===== src/rtl/parity_add_pipe_pkg.sv =====
// Shared defaults and parity-mode encoding for the add-and-parity pipeline.
// Latency: n/a (package only).
// Backpressure: n/a.
package parity_add_pipe_pkg;

    localparam int DEF_WIDTH = 8;
    localparam int DEF_DEPTH = 1;
    localparam int DEF_CNT_W = 16;

    localparam logic PAR_EVEN = 1'b0;
    localparam logic PAR_ODD  = 1'b1;

endpackage


===== src/rtl/parity_add_pipe_delay_line.sv =====
// Hold-enabled shift register carrying {valid, parity, sum} to the outputs.
// Latency: DEPTH edges.
// Backpressure: every stage, valid bit included, freezes while hold=1.
module parity_delay_line #(
    parameter int W     = 10,
    parameter int DEPTH = 1
) (
    input  logic         clk,
    input  logic         rst,
    input  logic         hold,
    input  logic [W-1:0] din,
    output logic [W-1:0] dout
);

    logic [W-1:0] stg [DEPTH];

    always_ff @(posedge clk or negedge rst) begin
        if (!rst) begin
            for (int i = 0; i < DEPTH; i++) begin
                stg[i] <= '0;
            end
        end else if (!hold) begin
            stg[0] <= din;
            for (int i = 1; i < DEPTH; i++) begin
                stg[i] <= stg[i-1];
            end
        end
    end

    assign dout = stg[DEPTH-1];

endmodule


===== src/rtl/parity_add_pipe.sv =====
// Registers a word, adds an offset mod 2^WIDTH, reduces to parity, delays the result.
// Latency: DEPTH+2 edges from the capture edge; one word per clock.
// Backpressure: out_valid & ~out_ready stalls the whole pipe and drops in_ready.
module parity_add_pipe
    import parity_add_pipe_pkg::*;
#(
    parameter int WIDTH = DEF_WIDTH,
    parameter int DEPTH = DEF_DEPTH,
    parameter int CNT_W = DEF_CNT_W
) (
    input  logic             clk,
    input  logic             rst,
    input  logic             in_valid,
    output logic             in_ready,
    input  logic [WIDTH-1:0] data_in,
    input  logic [WIDTH-1:0] offset,
    input  logic             odd_mode,
    output logic             out_valid,
    input  logic             out_ready,
    output logic             data_out,
    output logic [WIDTH-1:0] sum_out,
    output logic [CNT_W-1:0] ones_cnt,
    input  logic             cnt_clr
);

    localparam int LW = WIDTH + 2;

    logic             stall;
    logic             accept;

    logic             v1;
    logic [WIDTH-1:0] d1;
    logic [WIDTH-1:0] off1;
    logic             odd1;

    logic [WIDTH-1:0] sum_c;
    logic             par_c;

    logic             v2;
    logic             par2;
    logic [WIDTH-1:0] sum2;

    logic [LW-1:0]    dl_out;

    // in_ready must not look at in_valid, so it is purely the stall term.
    assign stall    = out_valid & ~out_ready;
    assign in_ready = ~stall;
    assign accept   = in_valid & in_ready;

    always_ff @(posedge clk or negedge rst) begin
        if (!rst) begin
            v1   <= 1'b0;
            d1   <= '0;
            off1 <= '0;
            odd1 <= PAR_EVEN;
        end else if (!stall) begin
            v1 <= accept;
            if (accept) begin
                d1   <= data_in;
                off1 <= offset;
                odd1 <= odd_mode;
            end
        end
    end

    // Carry-out dropped on purpose: the sum wraps modulo 2^WIDTH.
    assign sum_c = d1 + off1;
    assign par_c = (^sum_c) ^ (odd1 == PAR_ODD);

    always_ff @(posedge clk or negedge rst) begin
        if (!rst) begin
            v2   <= 1'b0;
            par2 <= 1'b0;
            sum2 <= '0;
        end else if (!stall) begin
            v2   <= v1;
            par2 <= par_c;
            sum2 <= sum_c;
        end
    end

    parity_delay_line #(
        .W     (LW),
        .DEPTH (DEPTH)
    ) u_delay (
        .clk  (clk),
        .rst  (rst),
        .hold (stall),
        .din  ({v2, par2, sum2}),
        .dout (dl_out)
    );

    assign out_valid = dl_out[LW-1];
    assign data_out  = dl_out[WIDTH];
    assign sum_out   = dl_out[WIDTH-1:0];

    // Clear wins over a same-cycle increment; the count sticks at all-ones.
    always_ff @(posedge clk or negedge rst) begin
        if (!rst) begin
            ones_cnt <= '0;
        end else if (cnt_clr) begin
            ones_cnt <= '0;
        end else if (out_valid && out_ready && data_out && (ones_cnt != '1)) begin
            ones_cnt <= ones_cnt + CNT_W'(1);
        end
    end

endmodule

===== config.mk =====
export PLATFORM = sky130hd
export DESIGN_NAME = parity_add_pipe
export DESIGN_NICKNAME = d
export VERILOG_FILES = /design/src/rtl/parity_add_pipe_pkg.sv /design/src/rtl/parity_add_pipe_delay_line.sv /design/src/rtl/parity_add_pipe.sv
export SDC_FILE = /design/constraint.sdc
export NUM_CORES = 1
export LEC_CHECK = 0
export ABC_AREA = 1
export BUFFER_PORTS_ARGS = -buffer_cell sky130_fd_sc_hd__clkbuf_2
export CORE_MARGIN = 2
export CORE_UTILIZATION = 55
export CTS_CLUSTER_SIZE = 8
export DETAILED_ROUTE_END_ITERATION = 12
export HOLD_SLACK_MARGIN = 0.1
export PLACE_DENSITY_LB_ADDON = 0.2
export SYNTH_ARGS = -nofsm -noshare
export SYNTH_HDL_FRONTEND = slang
export SYNTH_SLANG_ARGS = --single-unit

===== constraint.sdc =====
create_clock -name clk -period 5 [get_ports clk]
set_input_delay 1 -clock clk [delete_from_list [all_inputs] [get_ports clk]]
set_output_delay 1 -clock clk [all_outputs]
set_load 0.01 [all_outputs]

==> impl_metrics.toml <==
[power]
internal_power_uw = 921
ir_worst_vdd_mv = 0.224
power.leakage_uw = 0.00168
p_per_area_mw_per_mm2 = 471
p_sw_share_pct = 39.6
switchingPower_uw = 603
pwr-share-clk_pct = 15.5
power.sequential.fraction_pct = 40.6
p_total_uw = 1520
p_comb_share_pct = 43.9

[clocking]
cts_root_buffer = "clkbuf_8"
clock_latency_ns = 0.30
cts-hold-fix-buffers = 0
cts_buffers = 5
cts.path.max_buffers = 2
cts_tree = "yes"
htreeDepth = 2
cts_sinks = 54
clkTransAtPathRegs_ns = 0.08
post-cts-setup-buffers = 0
cts_resized = 0

[floorplanning]
ios = 49
start_util_pct = 56.6
die-width_um = 76.1
row_count = 26
die-area_mm2 = 0.00578
coreArea_mm2 = 0.00504
dieHeight_um = 76.1

[min_path]
hold_path.startpoint = "v2"
whs_endpoint = "u_delay.dout[9]"
min_path_cells = 2
hp-class = "reg -> reg"

[layout]
layout.nets = 417
layout-drive-gt1-share_pct = 23.1
areaGrowthSynthToFinish_pct = 13.4
antenna_cells = 0
nFillCells = 443

[place]
port_buffers = 48
gp_congestion = 0.798
dp_hpwl_um = 3940

[global_routing]
grt_pass1_wl_um = 9290
antenna_found_initial = 0
overflow = 0
grt_use_total_pct = 19.4
grt_max_degree = 55
grt_pass1_vias = 2172

[run_status]
status = "completed"

[routing]
drt_pass1_iterations = 4
routed_wl_um = 5230
via_per_inst = 5.01
drcViolationCount = 0
wl_per_cell_um = 11.5
drtIter0Drc = 113
drtAntennaViolNets = 0
vias = 2280

[synthesis]
synthDistinctLibCells = 40
syn-num-nets = 367
synthCells = 336
ys_seq_elements = 54
yosys_warnings = 0
seq_area_frac_synth_pct = 47.3
synth_area_mm2 = 0.00286
avgSynthCellArea_um2 = 8.50

[sta]
maxSlewHeadroom_pct = 50.1
grt_setup_unrepaired = "no"
fin_crit_ns = 3.14
skew_ns = 0.00991
holdWs_ns = 0.457
clock.fmax_mhz = 319
setup_viol = 0
timing.final.crit_share_pct = 62.7
fin_setup_tns_ns = 0
final-hold-violation-count = 0
tightest_slew_ns = 0.746
slew_viol_final = 0

[flow_run]
cap_violations = 0

[critical_path]
worstReg2RegStart = "u_delay.dout[9]"
criticalPathCategory = "in -> out"
regToRegEndpoint = "off1[0]"
reg2reg_slack_ns = 2.57
cp.required_ns = 4.00
arrival_ns = 2.14
reg2reg_depth = 6
crit_path_end_kind = "primary output"
critPathMaxFanout = 25
cp-start-kind = "input pin"
==> power groups by stage <==
stage	logic [µW]	registers [µW]	clock network, µW
floorplan	495	637	0
finish	669	619	236
detailed placement	668	628	0
CTS	673	619	241
global route	782	635	262
global placement	640	623	0
==> cells by family (layout without fill, tap and decap cells) <==
logic type | Yosys count | in the layout | share of synthesized area, %
AOI/OAI and AO/OA | 41 | 41 | 7.80
xor gates and xnor gates | 3 | 3 | 0.920
adders and majority gates | 9 | 9 | 4.21
buffers and inverters | 47 | 96 | 6.75
DFF | 54 | 54 | 47.3
muxes | 14 | 14 | 5.52
and+or+nand+nor | 168 | 168 | 27.5
==> Yosys cell counts <==
master	n	area, µm²
a21boi_2	1	11.3
a21oi_1	15	75.1
a31oi_1	1	6.26
and3_1	1	6.26
and3_2	1	7.51
buf_2	1	5.00
buf_4	2	15.0
buf_6	1	11.3
clkbuf_1	3	11.3
clkinv_1	1	3.75
dfrtp_1	54	1350
fa_1	1	20.0
ha_1	8	100
inv_1	37	139
inv_2	2	7.51
mux2_2	14	158
nand2_1	103	387
nand2_2	3	18.8
nand2_4	1	11.3
nand3_1	21	105
nand3_2	2	20.0
nand3b_1	1	7.51
nand4_1	3	18.8
nand4_4	1	21.3
nor2_1	18	67.6
nor2_2	3	18.8
nor2_4	2	22.5
nor3_1	3	15.0
nor3_2	1	10.0
nor3b_1	1	7.51
nor3b_2	1	12.5
nor4_4	1	21.3
o21a_1	2	15.0
o21ai_0	17	85.1
o21ai_1	3	15.0
o21bai_1	1	7.51
o31ai_1	1	7.51
or2_1	1	6.26
xnor2_1	1	8.76
xor2_1	2	17.5
==> final cells by class <==
type | count | area (µm²) | area share [%]
Timing Repair Buffer | 50 | 255 | 7.88
Tap cell | 70 | 87.6 | 2.70
Multi-Input combinational cell | 235 | 1310 | 40.5
Inverter | 40 | 150 | 4.64
Sequential cell | 54 | 1350 | 41.7
Clock buffer | 6 | 82.6 | 2.55
==> sequential cells by signal (all words and copies together) (netlist names) <==
name and cells:
ones_cnt 16, u_delay.dout 10, d1 8, off1 8, sum2 8, odd1 1
par2 1, v1 1, v2 1
==> placed cells by master, fill, tap and decap left out, types with 2 or more instances in the layout <==
master      n
nand2_2     3
o21ai_0    17
a21oi_1    15
o21a_1      2
inv_1      37
dfrtp_1    54
nand2_1   103
o21ai_1     3
clkbuf_2   48
nand3_1    21
mux2_2     14
nand4_1     3
clkbuf_8    6
xor2_1      2
ha_1        8
nor2_2      3
buf_4       2
nand3_2     2
nor2_1     18
inv_2       2
nor2_4      2
nor3_1      3
==> stage by stage <==
stage,std cells,setup slack [ns],area [µm²],utilization [%]
after global routing,455,1.69,3240,64.2
final,455,1.86,3240,64.2
after detailed placement,449,1.79,3160,62.6
after CTS,455,1.84,3240,64.2
after global placement,449,1.90,3160,62.6
after floorplan,336,2.39,2860,-
==> layer usage <==
metal / wire [µm] / track usage, %
met1: 2500 / 25.8
met2: 2410 / 32.6
met3: 249 / 4.15
met4: 65 / 5.27
met5: 0 / 0
==> worst max path at each step <==
stage	startpoint	to	slack, ns	depth (start not counted)
6_report	out_ready	in_ready	1.86	5
3_5_place_dp	out_ready	off1[0]	1.79	6
4_1_cts	out_ready	in_ready	1.84	5
3_3_place_gp	out_ready	off1[0]	1.90	6
5_1_grt	out_ready	in_ready	1.69	5
2_1_floorplan	out_ready	in_ready	2.39	3
==> critical path: stages <==
cell and delay, ns:
clkbuf_2 0.09, nor2_2 0.10, buf_4 0.24, clkinv_1 0.43, clkbuf_2 0.27
Power figures use the tool's default switching activity.
